File: src/rtl/pako_pkg.sv
`default_nettype none
// ---------------------------------------------------------------------------
// Module      : pako_pkg
// Description : Opcode constants, ALU operation encodings and the decoded
//               instruction bundle shared by the decode stage.
// Revision    : 1.0 - initial release
// ---------------------------------------------------------------------------
package pako_pkg;

   // RV32I major opcodes
   localparam logic [6:0] OPC_LUI    = 7'b0110111;
   localparam logic [6:0] OPC_AUIPC  = 7'b0010111;
   localparam logic [6:0] OPC_OP_IMM = 7'b0010011;
   localparam logic [6:0] OPC_OP     = 7'b0110011;
   localparam logic [6:0] OPC_LOAD   = 7'b0000011;
   localparam logic [6:0] OPC_STORE  = 7'b0100011;
   localparam logic [6:0] OPC_BRANCH = 7'b1100011;
   localparam logic [6:0] OPC_JAL    = 7'b1101111;
   localparam logic [6:0] OPC_JALR   = 7'b1100111;

   // ALU operations: {funct7[5], funct3}, with bit 3 set only for SUB/SRA
   localparam logic [3:0] ALU_OP_ADD  = 4'b0000;
   localparam logic [3:0] ALU_OP_SLL  = 4'b0001;
   localparam logic [3:0] ALU_OP_SLT  = 4'b0010;
   localparam logic [3:0] ALU_OP_SLTU = 4'b0011;
   localparam logic [3:0] ALU_OP_XOR  = 4'b0100;
   localparam logic [3:0] ALU_OP_SRL  = 4'b0101;
   localparam logic [3:0] ALU_OP_OR   = 4'b0110;
   localparam logic [3:0] ALU_OP_AND  = 4'b0111;
   localparam logic [3:0] ALU_OP_SUB  = 4'b1000;
   localparam logic [3:0] ALU_OP_SRA  = 4'b1101;

   // Decoded instruction (pc travels alongside in the buffer)
   typedef struct packed {
      logic        wr_en;
      logic [4:0]  rd_idx;
      logic [4:0]  rs1_idx;
      logic [4:0]  rs2_idx;
      logic [31:0] imm_data;
      logic [3:0]  alu_ctrl;
      logic        alu_input;
      logic        reg_input;
      logic        mem_rd;
      logic        mem_wr;
      logic        branch;
      logic        jump;
      logic        illegal;
   } bundle_t;

endpackage
`default_nettype wire

File: src/rtl/decode_comb.sv
`default_nettype none
// ---------------------------------------------------------------------------
// Module      : decode_comb
// Description : Purely combinational RV32I/RV32E instruction decoder.
// Revision    : 1.0 - initial release
// ---------------------------------------------------------------------------
module decode_comb
   import pako_pkg::*;
#(
   parameter int RVE = 0
) (
   input  logic [31:0] instr,
   output bundle_t     bundle
);

   logic [6:0]  opcode;
   logic [2:0]  funct3;
   logic        funct7b;
   logic [4:0]  rd, rs1, rs2;
   logic [31:0] imm_i, imm_s, imm_b, imm_u, imm_j;
   logic        uses_rd, uses_rs1, uses_rs2, known;
   logic [31:0] imm;
   logic [3:0]  alu;
   logic        alu_input, reg_input, mem_rd, mem_wr, branch, jump;
   logic        idx_bad, illegal;

   assign opcode  = instr[6:0];
   assign funct3  = instr[14:12];
   assign funct7b = instr[30];
   assign rd      = instr[11:7];
   assign rs1     = instr[19:15];
   assign rs2     = instr[24:20];

   assign imm_i = {{20{instr[31]}}, instr[31:20]};
   assign imm_s = {{20{instr[31]}}, instr[31:25], instr[11:7]};
   assign imm_b = {{19{instr[31]}}, instr[31], instr[7], instr[30:25], instr[11:8], 1'b0};
   assign imm_u = {instr[31:12], 12'h000};
   assign imm_j = {{11{instr[31]}}, instr[31], instr[19:12], instr[20], instr[30:21], 1'b0};

   // Opcode decode: which register fields are used, immediate and control
   always_comb begin
      uses_rd   = 1'b0;
      uses_rs1  = 1'b0;
      uses_rs2  = 1'b0;
      known     = 1'b1;
      imm       = '0;
      alu       = ALU_OP_ADD;
      alu_input = 1'b0;
      reg_input = 1'b0;
      mem_rd    = 1'b0;
      mem_wr    = 1'b0;
      branch    = 1'b0;
      jump      = 1'b0;
      case (opcode)
         OPC_LUI, OPC_AUIPC: begin
            uses_rd = 1'b1;
            imm     = imm_u;
         end
         OPC_OP_IMM: begin
            uses_rd  = 1'b1;
            uses_rs1 = 1'b1;
            imm      = imm_i;
            // funct7[5] only selects SRA among the immediate forms
            alu      = {funct7b && (funct3 == 3'b101), funct3};
         end
         OPC_OP: begin
            uses_rd   = 1'b1;
            uses_rs1  = 1'b1;
            uses_rs2  = 1'b1;
            alu_input = 1'b1;
            alu       = {funct7b && (funct3 == 3'b000 || funct3 == 3'b101), funct3};
         end
         OPC_LOAD: begin
            uses_rd   = 1'b1;
            uses_rs1  = 1'b1;
            imm       = imm_i;
            mem_rd    = 1'b1;
            reg_input = 1'b1;
         end
         OPC_STORE: begin
            uses_rs1 = 1'b1;
            uses_rs2 = 1'b1;
            imm      = imm_s;
            mem_wr   = 1'b1;
         end
         OPC_BRANCH: begin
            uses_rs1 = 1'b1;
            uses_rs2 = 1'b1;
            imm      = imm_b;
            branch   = 1'b1;
         end
         OPC_JAL: begin
            uses_rd = 1'b1;
            imm     = imm_j;
            jump    = 1'b1;
         end
         OPC_JALR: begin
            uses_rd  = 1'b1;
            uses_rs1 = 1'b1;
            imm      = imm_i;
            jump     = 1'b1;
         end
         default: known = 1'b0;
      endcase
   end

   // RV32E has only x0..x15, so bit 4 of any used index is illegal
   assign idx_bad = (RVE != 0) &&
                    ((uses_rd && rd[4]) || (uses_rs1 && rs1[4]) || (uses_rs2 && rs2[4]));
   assign illegal = !known || idx_bad;

   // Illegal instructions keep their fields but have every side effect squashed
   assign bundle.wr_en     = uses_rd && (rd != 5'd0) && !illegal;
   assign bundle.rd_idx    = uses_rd  ? rd  : 5'd0;
   assign bundle.rs1_idx   = uses_rs1 ? rs1 : 5'd0;
   assign bundle.rs2_idx   = uses_rs2 ? rs2 : 5'd0;
   assign bundle.imm_data  = imm;
   assign bundle.alu_ctrl  = alu;
   assign bundle.alu_input = alu_input;
   assign bundle.reg_input = reg_input;
   assign bundle.mem_rd    = mem_rd && !illegal;
   assign bundle.mem_wr    = mem_wr && !illegal;
   assign bundle.branch    = branch && !illegal;
   assign bundle.jump      = jump && !illegal;
   assign bundle.illegal   = illegal;

endmodule
`default_nettype wire

File: src/rtl/decode_stage.sv
`default_nettype none
// ---------------------------------------------------------------------------
// Module      : decode_stage
// Description : Instruction decode stage; decodes accepted instructions and
//               buffers the bundles in a DEPTH-entry FIFO with flush.
// Revision    : 1.0 - initial release
// ---------------------------------------------------------------------------
module decode_stage
   import pako_pkg::*;
#(
   parameter int RVE   = 0,
   parameter int DEPTH = 2   // 2..8
) (
   input  logic        clk_i,
   input  logic        rst_i,
   input  logic        valid_i,
   output logic        ready_o,
   input  logic [31:0] instr_i,
   input  logic [31:0] pc_i,
   input  logic        flush_i,
   output logic        valid_o,
   input  logic        ready_i,
   output logic [31:0] pc_o,
   output logic        wr_en_o,
   output logic [4:0]  rd_idx_o,
   output logic [4:0]  rs1_idx_o,
   output logic [4:0]  rs2_idx_o,
   output logic [31:0] imm_data_o,
   output logic [3:0]  alu_ctrl_o,
   output logic        alu_input_o,
   output logic        reg_input_o,
   output logic        mem_rd_o,
   output logic        mem_wr_o,
   output logic        branch_o,
   output logic        jump_o,
   output logic        illegal_o
);

   localparam int PTR_W = $clog2(DEPTH);
   localparam int CNT_W = $clog2(DEPTH + 1);

   bundle_t            decoded;
   bundle_t            head;
   bundle_t            mem_b  [DEPTH];
   logic [31:0]        mem_pc [DEPTH];
   logic [PTR_W-1:0]   wr_ptr, rd_ptr;
   logic [CNT_W-1:0]   count;
   logic               alive;
   logic               push, pop;

   decode_comb #(.RVE(RVE)) u_decode (
      .instr  (instr_i),
      .bundle (decoded)
   );

   // ready depends only on registered state; alive holds it low through reset
   assign ready_o = alive && (count != CNT_W'(DEPTH));
   assign valid_o = (count != '0);
   assign push    = valid_i && ready_o && !flush_i;
   assign pop     = valid_o && ready_i && !flush_i;

   // Pointer/count bookkeeping; flush empties the buffer in one cycle
   always_ff @(posedge clk_i or posedge rst_i) begin
      if (rst_i) begin
         wr_ptr <= '0;
         rd_ptr <= '0;
         count  <= '0;
         alive  <= 1'b0;
      end else begin
         alive <= 1'b1;
         if (flush_i) begin
            wr_ptr <= '0;
            rd_ptr <= '0;
            count  <= '0;
         end else begin
            if (push)
               wr_ptr <= (wr_ptr == PTR_W'(DEPTH - 1)) ? '0 : wr_ptr + 1'b1;
            if (pop)
               rd_ptr <= (rd_ptr == PTR_W'(DEPTH - 1)) ? '0 : rd_ptr + 1'b1;
            if (push && !pop)
               count <= count + 1'b1;
            else if (pop && !push)
               count <= count - 1'b1;
         end
      end
   end

   // Bundle storage; contents are masked at the output so no reset is needed
   always_ff @(posedge clk_i) begin
      if (push) begin
         mem_b[wr_ptr]  <= decoded;
         mem_pc[wr_ptr] <= pc_i;
      end
   end

   assign head = valid_o ? mem_b[rd_ptr] : '0;
   assign pc_o = valid_o ? mem_pc[rd_ptr] : 32'h0;

   assign wr_en_o     = head.wr_en;
   assign rd_idx_o    = head.rd_idx;
   assign rs1_idx_o   = head.rs1_idx;
   assign rs2_idx_o   = head.rs2_idx;
   assign imm_data_o  = head.imm_data;
   assign alu_ctrl_o  = head.alu_ctrl;
   assign alu_input_o = head.alu_input;
   assign reg_input_o = head.reg_input;
   assign mem_rd_o    = head.mem_rd;
   assign mem_wr_o    = head.mem_wr;
   assign branch_o    = head.branch;
   assign jump_o      = head.jump;
   assign illegal_o   = head.illegal;

endmodule
`default_nettype wire

File: config.mk
export PLATFORM = sky130hd
export DESIGN_NAME = decode_stage
export DESIGN_NICKNAME = d
export VERILOG_FILES = /design/src/rtl/pako_pkg.sv /design/src/rtl/decode_comb.sv /design/src/rtl/decode_stage.sv
export SDC_FILE = /design/constraint.sdc
export NUM_CORES = 1
export LEC_CHECK = 0
export CELL_PAD_IN_SITES_DETAIL_PLACEMENT = 1
export CELL_PAD_IN_SITES_GLOBAL_PLACEMENT = 2
export CORE_MARGIN = 2
export CORE_UTILIZATION = 38
export CTS_CLUSTER_SIZE = 40
export DETAILED_ROUTE_END_ITERATION = 7
export GPL_ROUTABILITY_DRIVEN = 0
export GPL_TIMING_DRIVEN = 1
export PLACE_DENSITY_LB_ADDON = 0.1
export SYNTH_ARGS = -nofsm -noshare
export SYNTH_HDL_FRONTEND = slang
export SYNTH_SLANG_ARGS = --single-unit
File: constraint.sdc
create_clock -name clk_i -period 13.35 [get_ports clk_i]
set_input_delay 2.67 -clock clk_i [delete_from_list [all_inputs] [get_ports clk_i]]
set_output_delay 2.67 -clock clk_i [all_outputs]
set_load 0.03 [all_outputs]
==> qor.csv <==
metric,value,unit
Commonest cells post-synth,"182 x edfxtp_1, 100 x nor2_1, 91 x mux2i_1",
initial antenna violation count,0,
worst slew pin tran,1.10,ns
number of synthesized flops with an enable pin,182,
die area,0.0216,sq mm
crit share post-route,45.3,%
number of fill cells,1995,
fin worst setup slack,7.30,ns
leakage power,3.36,nW
area growth from synthesis to layout,32.0,%
P per Cell Area,130,mW/mm^2
Nets,747,
Post-synth ARST share,2.67,%
setup repair after global routing missed its margin,false,
Critical Path Source Type,flop,
Max Clk Rate,165,MHz
Critical Path AT,3.38,ns
die width,147,um
Post-CTS Setup Bufs,0,
cts bufs inserted,17,
syn_area_per_cell,15.0,sq um
Yosys top cell by area,edfxtp_1,
Overflow after GRT,0,
cts-stage hold buffer count,0,
top-count cell post-synth,edfxtp_1,
Crit Path Max Fanout,60,
share of layout cells above drive strength 1,7.09,%
CTS tree,yes,
M1 GR Usage,22.7,%
first-pass GRT wire length,28900,um
vias post-DR,4780,
num ports,162,
Clock Pin Slew Worst Setup and Hold Paths,0.07,ns
largest net degree at the start of global routing,81,
Post-route DRC,0,
share of the synthesized area in the top cell type,70.4,%
most area-consuming cells after synthesis,"edfxtp_1 70%, mux2i_1 12%, nor2_1 4.8%, and2_1 2.0%, a21o_1 1.9%",
H-Tree Depth,4,
VDD IR max,88.2,uV
final period demand of the worst path,6.05,ns
post-synthesis sequential area ratio,72.0,%
setup violators final,0,
GR Util met3,3.57,%
post-CTS sizing,0,
Core Area,0.0202,sq mm
mapped cell area,0.00776,sq mm
total power,1.33,mW
Via density,4.97,
Die Span Y,147,um
Post-Syn Nets,586,
initial DRC count,149,
vias in the first global route,5153,
Pre-Repair DR Iteration Count,4,
Slew HR,26.6,%
clock sinks,187,
WS Path Type,reg2out,
HPWL Detailed,12300,um
Clock Latency Late Sink,0.42,ns
setup slack at placement,7.72,ns
Worst EP required,10.68,ns
DRT antenna net count,0,
Synth cell types,44,
max_cap viols,0,
Post-synth top flop,edfxtp_1,
Mapped Cells,517,
Row Count,52,
WL final,18600,um
WL/cell,19.3,um
Initial Util,38.5,%
GR peak layer,met2,
status,"complete, no violations",
Max Slew Vio Count,0,
critical path capture point type,primary output,
GRT Total Usage,17.6,%
hold violation count in the final report,0,
"flops & latches, synth",187,
CTS Root Cell,clkbuf_16,
Hold WC Path Type,reg2reg,
Setup Skew,0.00810,ns
I/O Buffers,161,
Synth warnings,0,
Max clock buf depth,2,
GRT met2 Usage,30.4,%
Post-Route Setup TNS,0,ns
## critical path: stages, from the launching register on
cell and delay [ns]:
dfrtp_4 0.81, buf_4 0.91, mux2i_1 0.19, nor2_1 0.24, clkdlybuf4s50_1 0.72
## layout by cell type, fill, tap and decap left out, types with 3 or more instances in the layout
cell type and n:
a21o_1 20, a21oi_1 5, a22o_1 4, and2_1 25, buf_4 6, clkbuf_16 17, clkdlybuf4s50_1 161, dfrtp_1 4
edfxtp_1 182, inv_1 6, inv_6 7, mux2i_1 91, nand2_1 8, nand2b_1 4, nand3_1 5, nand3b_1 3
nor2_1 97, nor2_4 3, nor3_1 5
## state kept, by name, indices dropped and copies added (netlist names)
signal	cells
mem_pc	64
alive	1
wr_ptr	1
count	2
rd_ptr	1
mem_b	118
## cell families (layout without fill, tap and decap cells)
kind of cell    after synthesis  count (layout)  synth area share (%)
flops                       187             187                  72.0
simple gates                163             163                  10.0
mux                          92              92                  11.9
compound gates               41              41                  4.00
buf+inv                      31             205                  1.79
xor+xnor                      2               2                 0.226
other cells                   1               2                0.0483
## routing by layer
metal / part of all wire [%] / wire length (um)
met3: 4.3 / 801
met1: 44 / 8190
met5: 0 / 0
met2: 51 / 9390
met4: 0.99 / 184
## final cells by class
type                    instances  area (sq um)  area share (%)
diodes                          1          2.50          0.0244
repair buffers                167          1660            16.2
multi-input cells             299          2060            20.1
clock buffers                  17           425            4.15
well taps                     270           338            3.30
clock inverters                15           149            1.45
flip-flops and latches        187          5590            54.6
inverters                       6          22.5           0.220
## final timing paths
check                           startpoint             end  slack (ns)  cells after the start
worst max-delay path                rd_ptr  imm_data_o[14]        7.30                      4
worst min-delay path                 alive        count[0]        0.67                      2
worst max register to register    count[0]    mem_b[1][51]       10.47                      5
worst min register to register       alive        count[0]        0.67                      2
max in group asynchronous            rst_i          rd_ptr       10.69                      2
min in group asynchronous            rst_i        count[0]        2.45                      2
## power by group
group	internal (mW)	switching, mW
logic	0.0732	0.0987
clock network	0.264	0.228
registers	0.658	0.00806
total	0.995	0.335
## per-stage QoR
step                instances  hold WS, ns  area, sq um  utilization (%)
floorplan                 517        0.566         7760                -
global placement          929        0.592         9670             47.9
detailed placement        929        0.657         9670             47.9
CTS                       961        0.667        10200             50.8
global route              961        0.690        10200             50.8
finish                    962        0.668        10200             50.8
Power figures use the tool's default switching activity.
